**config.mk**
```make
export PLATFORM = sky130hd
export DESIGN_NAME = ready_responder
export DESIGN_NICKNAME = d
export VERILOG_FILES = /design/src/rtl/ready_responder_pkg.sv /design/src/rtl/resp_lfsr16.sv /design/src/rtl/ready_responder.sv
export SDC_FILE = /design/constraint.sdc
export NUM_CORES = 1
export LEC_CHECK = 0
export CORE_MARGIN = 2
export CORE_UTILIZATION = 40
export DETAILED_ROUTE_END_ITERATION = 16
export SLEW_MARGIN = 5
export SYNTH_ARGS = -nofsm -noshare
export SYNTH_HDL_FRONTEND = slang
export SYNTH_SLANG_ARGS = --single-unit
export TNS_END_PERCENT = 100
```
**constraint.sdc**
```tcl
create_clock -name clk -period 2.25 [get_ports clk]
set_input_delay 0.3375 -clock clk [delete_from_list [all_inputs] [get_ports clk]]
set_output_delay 0.3375 -clock clk [all_outputs]
set_load 0.01 [all_outputs]
```
**src/rtl/ready_responder_pkg.sv**
```systemverilog
// Shared types and helpers for the ready/request responder and its LFSR.
package ready_responder_pkg;

  // Responder handshake state.
  typedef enum logic [1:0] {
    ST_OFF   = 2'd0,
    ST_READY = 2'd1,
    ST_BUSY  = 2'd2
  } resp_state_e;

  // Galois feedback mask for x^16 + x^14 + x^13 + x^11 + 1 (right-shifting form).
  localparam logic [15:0] LFSR_TAPS = 16'hB400;

  // Saturating increment. Works on 32-bit containers, so callers narrower
  // than 32 bits pass their all-ones value as the ceiling.
  function automatic logic [31:0] sat_inc(input logic [31:0] value,
                                          input logic [31:0] max_value);
    return (value >= max_value) ? value : value + 32'd1;
  endfunction

endpackage

```
**src/rtl/resp_lfsr16.sv**
```systemverilog
// 16-bit Galois LFSR that advances one step per asserted step_i.
module resp_lfsr16 #(
  parameter logic [15:0] SEED = 16'hACE1
) (
  input  logic        clk,
  input  logic        rst,
  input  logic        step_i,
  output logic [15:0] state_o
);
  import ready_responder_pkg::*;

  logic [15:0] lfsr_q;
  logic [15:0] lfsr_d;

  // Next value: shift right, fold the outgoing bit back through the taps.
  always_comb begin
    lfsr_d = lfsr_q;
    if (step_i) begin
      lfsr_d = (lfsr_q >> 1) ^ (lfsr_q[0] ? LFSR_TAPS : 16'h0000);
    end
  end

  // State register; a nonzero seed keeps the sequence out of the all-zero lockup.
  always_ff @(posedge clk) begin
    if (rst) lfsr_q <= SEED;
    else     lfsr_q <= lfsr_d;
  end

  assign state_o = lfsr_q;

endmodule

```
**src/rtl/ready_responder.sv**
```systemverilog
// Responder side of a single-cycle request/ready handshake with a
// pseudo-random service time, error flagging and saturating counters.
// CNT_W is limited to 32 bits by the shared saturation helper.
module ready_responder #(
  parameter int          MIN_BUSY  = 2,
  parameter int          MAX_BUSY  = 9,
  parameter int          TIMEOUT   = 32,
  parameter int          CNT_W     = 16,
  parameter logic [15:0] LFSR_SEED = 16'hACE1
) (
  input  logic             clk,
  input  logic             rst,
  input  logic             enable,
  input  logic             request,
  output logic             ready,
  output logic             accepted,
  output logic             err_unexpected,
  output logic             err_timeout,
  output logic [CNT_W-1:0] req_count,
  output logic [CNT_W-1:0] err_count
);
  import ready_responder_pkg::*;

  localparam int unsigned      RANGE    = MAX_BUSY - MIN_BUSY + 1;
  localparam logic [7:0]       MIN_B8   = 8'(MIN_BUSY);
  localparam int               TW       = $clog2(TIMEOUT + 1);
  localparam logic [TW-1:0]    TMO_LAST = TW'(TIMEOUT - 1);
  localparam logic [CNT_W-1:0] CNT_MAX  = {CNT_W{1'b1}};

  resp_state_e      state_q, state_d;
  logic [7:0]       busy_q, busy_d;
  logic [TW-1:0]    tmo_q, tmo_d;
  logic             accepted_q, accepted_d;
  logic             err_unexp_q, err_unexp_d;
  logic             err_tmo_q, err_tmo_d;
  logic [CNT_W-1:0] req_count_q, req_count_d;
  logic [CNT_W-1:0] err_count_q, err_count_d;

  logic             accept;
  logic [15:0]      lfsr_state;
  logic [7:0]       busy_len;

  assign accept = (state_q == ST_READY) && request;

  // The service length uses the pre-advance LFSR value; the LFSR steps on the same edge.
  assign busy_len = MIN_B8 + 8'(32'(lfsr_state[7:0]) % RANGE);

  resp_lfsr16 #(
    .SEED (LFSR_SEED)
  ) u_lfsr (
    .clk     (clk),
    .rst     (rst),
    .step_i  (accept),
    .state_o (lfsr_state)
  );

  // Next-state, service/timeout counters, event pulses and counters.
  always_comb begin
    state_d     = state_q;
    busy_d      = busy_q;
    tmo_d       = tmo_q;
    accepted_d  = 1'b0;
    err_unexp_d = 1'b0;
    err_tmo_d   = 1'b0;
    req_count_d = req_count_q;
    err_count_d = err_count_q;

    case (state_q)
      ST_OFF: begin
        if (enable) begin
          state_d = ST_READY;
          tmo_d   = '0;
        end
      end
      ST_READY: begin
        if (request) begin
          // Accept is unconditional on enable: ready was already offered.
          state_d     = ST_BUSY;
          accepted_d  = 1'b1;
          busy_d      = busy_len;
          req_count_d = CNT_W'(sat_inc(32'(req_count_q), 32'(CNT_MAX)));
        end else if (!enable) begin
          state_d = ST_OFF;
        end else if (tmo_q == TMO_LAST) begin
          err_tmo_d = 1'b1;
          tmo_d     = '0;
        end else begin
          tmo_d = tmo_q + 1'b1;
        end
      end
      ST_BUSY: begin
        // Counter holds the remaining low cycles; leave on the last one.
        if (busy_q <= 8'd1) begin
          state_d = enable ? ST_READY : ST_OFF;
          tmo_d   = '0;
        end else begin
          busy_d = busy_q - 8'd1;
        end
      end
      default: state_d = ST_OFF;
    endcase

    // A request while ready is low is flagged and otherwise ignored.
    if (request && (state_q != ST_READY)) begin
      err_unexp_d = 1'b1;
    end

    // The two error sources are mutually exclusive, so at most one count per cycle.
    if (err_unexp_d || err_tmo_d) begin
      err_count_d = CNT_W'(sat_inc(32'(err_count_q), 32'(CNT_MAX)));
    end
  end

  // Registered state and outputs; reset also aborts any service in progress.
  always_ff @(posedge clk) begin
    if (rst) begin
      state_q     <= ST_OFF;
      busy_q      <= '0;
      tmo_q       <= '0;
      accepted_q  <= 1'b0;
      err_unexp_q <= 1'b0;
      err_tmo_q   <= 1'b0;
      req_count_q <= '0;
      err_count_q <= '0;
    end else begin
      state_q     <= state_d;
      busy_q      <= busy_d;
      tmo_q       <= tmo_d;
      accepted_q  <= accepted_d;
      err_unexp_q <= err_unexp_d;
      err_tmo_q   <= err_tmo_d;
      req_count_q <= req_count_d;
      err_count_q <= err_count_d;
    end
  end

  assign ready          = (state_q == ST_READY);
  assign accepted       = accepted_q;
  assign err_unexpected = err_unexp_q;
  assign err_timeout    = err_tmo_q;
  assign req_count      = req_count_q;
  assign err_count      = err_count_q;

endmodule

```
# Word-level counts from Yosys, hierarchy flattened
# Index checks and enable logic that the tools add are counted.
# classes
addsub	5
magnitude_cmp	3
eq_ne	11
mux	22
n_bitwise	4
reduce_logical	12
# op_table
operator	n
16-bit by 1-bit adder with 16-bit output, second input constant	2
16-bit >= comparator, second input constant	2
6-bit two-way mux	5
6-bit case mux with 3 select lines	1
16-bit two-way mux	1
8-bit two-way mux	2
8-bit case mux with 2 select lines	1
15-bit by 16-bit bitwise XOR with 16-bit output	1
2-bit inequality test, second input constant	6
3-bit AND reduction	3
8-bit by 1-bit <= comparator with 1-bit output, second input constant	1
2-bit two-way mux	4
8-bit by 1-bit subtractor with 8-bit output, second input constant	1
1-bit two-way mux	7
6-bit by 1-bit adder with 6-bit output, second input constant	1
6-bit by 5-bit == test with 1-bit output, second input constant	1
2-bit case mux with 3 select lines	1
5-bit AND reduction	1
2-bit by 3-bit adder with 4-bit output, first input constant	1
3-bit inequality test, second input constant	1
1-bit NOT	3
3-bit nonzero test	1
2-bit by 1-bit == test with 1-bit output, second input constant	1
2-bit == test, second input constant	1
other kinds (7)	8
# word_totals
regBits	67
inputBits	4
output_inout_bits	36
elab_cells	66

# Logic depth before layout (Yosys ltp)
# logic_depth
word_depth	7
depth_mapped	7
depth_no_buf	6

# Hierarchy
# A second synthesis with hierarchy kept.
# hier_totals
cells_unflattened	384
area_unflattened_um2	3475.8
# modules_own_cells
module	n_inst	cells_per_inst	area_each_um2	seq_area_each_um2
ready_responder	1	328	2846.5	1021.0
resp_lfsr16	1	56	629.4	320.3

# Least setup slack after synthesis
# OpenSTA, ideal clock, no wires.
# synth_path
path_type	register -> register
from	register err_count_q[0], in the netlist err_count[0]
to	register err_count_q[6], in the netlist err_count[6]
setup_ns	0.123
arrival_ns	1.769
t_required_ns	2.127
setup_slack_ns	0.357
stages_incl_launch_ff	6
path_buffers	0
synth_period_minus_slack_ns	1.893
path_cell_list	dfxtp_1 -> ha_1 -> nand3_2 -> nor4_2 -> nor4_1 -> mux2_1
# synth_via
elab_chain_len	3
elab_cells_between_ends	4
classes_between	add/sub: 1; order compare: 1; bitwise: 1; reduce/logical: 1
# synth_lines
item	line_no	text
from (decl)	ready_responder.sv:37	logic [CNT_W-1:0] err_count_q, err_count_d;
from (signal assigned)	ready_responder.sv:133	err_count_q <= err_count_d;
16-bit >= comparator	ready_responder_pkg.sv:18	return (value >= max_value) ? value : value + 32'd1;
1-bit NOT (no source line)	-	
2-bit AND reduction (no source line)	-	
# Parallel ways exist; a longest one is shown, timed or not.
# A chain may end at the register's enable or synchronous reset.

# Worst setup path after layout
# layout_path
from	register state_q[1]
to	output port ready
# layout_via
elab_chain_len	1
# layout_lines
item	line_no	text
from (decl)	ready_responder.sv:30	resp_state_e state_q, state_d;
from (signal assigned)	ready_responder.sv:126	state_q <= state_d;
2-bit by 1-bit == test with 1-bit output	ready_responder.sv:137	assign ready = (state_q == ST_READY);
to (decl)	ready_responder.sv:15	output logic ready,
# Every way passes these cells.

==> impl_metrics.yaml <==
worst_setup_path:
  cp_data_arrival_time_ps: 1690
  worstSetupStartpointType: "flip-flop"
  worst_setup_path_end_kind: "output port"
  regToRegSetupSlack_ps: 230
  critical_path_peak_fanout: 10
  criticalPathCategory: "flip-flop to output port"
  worst-endpoint-required_ps: 1910
clocking:
  cts-root-to-sink-buffers: 2
  tritoncts_buffers: 9
  clk-insertion-delay-late_ps: 340
  tritoncts: "yes"
  path_clk_slew_ps: 70
  cts_hold_buffers: 0
  clkSinkCount: 67
  post_cts_repair_timing_setup_buffer_count: 0
  cts.repair.resized: 0
  htree_num_levels: 3
  cts_root_buffer: "sky130_fd_sc_hd__clkbuf_8"
sta:
  finalWorstSetupSlack_ps: 222.6
  fin_crit_sh: 0.9011
  finalHoldViolations: 0
  worst_pin_slew_ps: 489.3
  max_freq_mhz: 493.2
  fin_worst_skew_ps: 8.951
  period_minus_slack_ps: 2027
  drv_slew: 0
  rsz_0062_raised_after_global_routing: "no"
  setup_viol: 0
  max_slew_margin: 0.6692
route:
  detail-route-antenna-nets: 0
  routedWlPerCell_um: 13.85
  met3WireLength_um: 262
  met2_length_um: 3401
  vias_per_cell: 5.625
  met1_length_um: 3733
  drt_wl_total_um: 7533
  detailedRoute.firstIterationViolations: 125
  highest-signal-layer: "met4"
  vias: 3060
  detail_route.drc_violations: 0
  drt-pass1-iter-count: 4
synthesis:
  synth-seq-cells: 67
  synth_mux_area_frac: 0.02971
  post_synth_fa_ha_maj_area_fraction: 0.02286
  yosysUniqueCellTypes: 59
  largest_family_of_logic_cells_by_synthesized_area: "simple AND/OR/NAND/NOR gates"
  proportion_of_register_bits_with_asynchronous_set_or_reset_after_synthesis: 0
  postSynthCellCount: 389
  post_synth_and_or_nand_nor_area_fraction: 0.2975
  synth-edff-count: 0
  synthesis.area_per_instance_sq_um: 8.443
  synth_area_sq_um: 3284
  synth-seq-area-share: 0.4084
  dominantRegCellSynth: "sky130_fd_sc_hd__dfxtp_1"
  net_count_after_synthesis: 399
  synth_compound_area_frac: 0.1878
  synth_warnings: 0
  synthXorXnorAreaFrac: 0.01333
layout:
  finish.utilization: 0.4977
  antenna_cells_inserted: 0
  final_common_cell: "sky130_fd_sc_hd__dfxtp_1"
  layout-drive-gt1-share: 0.08884
  final_design_area_no_fill_sq_um: 4028
  area_growth_syn_to_layout_pct: 22.63
  finish.cell_count_without_fillers: 544
  design.final.nets: 445
  fillers: 807
  most-common-layout-cells: "sky130_fd_sc_hd__dfxtp_1, sky130_fd_sc_hd__nand2_1, sky130_fd_sc_hd__clkdlybuf4s50_1, sky130_fd_sc_hd__a21oi_1, sky130_fd_sc_hd__nor2_1"
min_path:
  hold_path_class: "input port to flip-flop"
status:
  outcome: "finished clean"
floorplan:
  die_area_sq_um: 8952
  design.portCount: 40
  floorplan.die.width_um: 94.62
  floorplan.initialDensity: 0.4058
  floorplan.rows: 33
  fp.coreArea_sq_um: 8093
  fp.dieH_um: 94.62
place:
  portBuffers: 39
  dpl.cell_count: 529
  detailedPlacementHpwl_um: 5065
  placed_cell_area_sq_um: 3834
  place.gp.congestion: 0.7886
  preCtsSetupSlack_ps: -22.21
global_route:
  grt_max_degree: 32
  first_global_vias: 2772
  grt_pass1_wl_um: 12630
  grtUsageTotal: 0.1769
  grt_antenna_before_repair: 0
  grt_remaining_overflow: 0
power_and_ir_drop:
  leakage_nw: 1.415
  p_per_area_nw_per_um2: 601.9
  max-vdd-ir-drop_v: 0.0002965
job:
  max_cap_viol_count: 0
## cells in the mapped netlist, drive strengths merged, types with 3 or more instances
master / n / share of area
dfxtp: 67 / 0.41
nand2: 53 / 0.061
a21oi: 35 / 0.053
nand3: 21 / 0.035
nor2: 20 / 0.023
or4: 15 / 0.034
clkbuf: 14 / 0.016
nor4: 13 / 0.029
o31ai: 13 / 0.030
or3: 11 / 0.021
inv: 10 / 0.011
o21ai: 10 / 0.016
nor2b: 9 / 0.017
o211ai: 8 / 0.018
buf: 7 / 0.013
nand4: 7 / 0.013
and3: 6 / 0.011
ha: 6 / 0.023
mux2: 6 / 0.021
nor3: 6 / 0.0091
a211oi: 4 / 0.0091
and4: 4 / 0.011
a311oi: 3 / 0.0080
mux2i: 3 / 0.0091
nand2b: 3 / 0.0057
or2: 3 / 0.0057
xnor2: 3 / 0.0080
## power breakdown
part	switching, mW	internal (mW)
clock	0.451	0.566
combinational	0.105	0.0718
sequential	0.0208	1.21
total	0.577	1.85
## final cells by class
class / count / area [sq um] / area share
clock inverter: 2 / 35.03 / 0.008698
tap: 105 / 131.4 / 0.03262
sequential: 67 / 1341 / 0.3330
clock buffer: 13 / 158.9 / 0.03945
timing repair buffer: 56 / 513.0 / 0.1274
multi-input combinational: 291 / 1810 / 0.4495
inverter: 10 / 37.54 / 0.009320
## stage by stage
step	total power [mW]	hold WS (ps)	setup TNS, ps
3_5_place_dp	1.435	445.1	-75.56
6_report	2.424	415.5	0
5_1_grt	2.516	444.8	0
2_1_floorplan	1.375	432.1	0
3_3_place_gp	1.432	438.4	0
4_1_cts	2.456	409.2	0
## metal layers
layer  vias to the layer above  track usage
met4                         0      0.08333
met5                         -            0
li1                       1541            -
met2                        56       0.2855
met3                        11      0.03671
met1                      1452       0.2256
## critical path, cell delays in order, from the launching register on
cell,delay (ps)
sky130_fd_sc_hd__dfxtp_1,480
sky130_fd_sc_hd__nand2b_1,270
sky130_fd_sc_hd__inv_1,110
sky130_fd_sc_hd__clkdlybuf4s50_1,490
## cells by family (layout without fill, tap and decap cells)
family / Yosys count / after routing
and+or+nand+nor: 179 / 179
AOI/OAI and AO/OA: 92 / 92
xor gates and xnor gates: 5 / 5
muxes: 9 / 9
buffers and inverters: 31 / 81
DFF: 67 / 67
adders and majority gates: 6 / 6
## final timing paths
kind / endpoint / cells after the start / start
max: ready / 3 / state_q[1]$_SDFFE_PP0P_
min: tmo_q[0]$_SDFFE_PP0P_ / 4 / rst
max reg2reg: err_count[4]$_SDFFE_PP0P_ / 6 / tmo_q[0]$_SDFFE_PP0P_
min reg2reg: u_lfsr.state_o[14]$_SDFFE_PP0P_ / 2 / u_lfsr.state_o[15]$_SDFFE_PP1P_
## sequential cells by signal (all words and copies together) (netlist names)
name and count:
err_count 16, req_count 16, u_lfsr.state_o 16, busy_q 8, tmo_q 6, state_q 2, accepted 1, err_timeout 1
err_unexpected 1
Note: power is estimated with default switching activity, not from simulation.
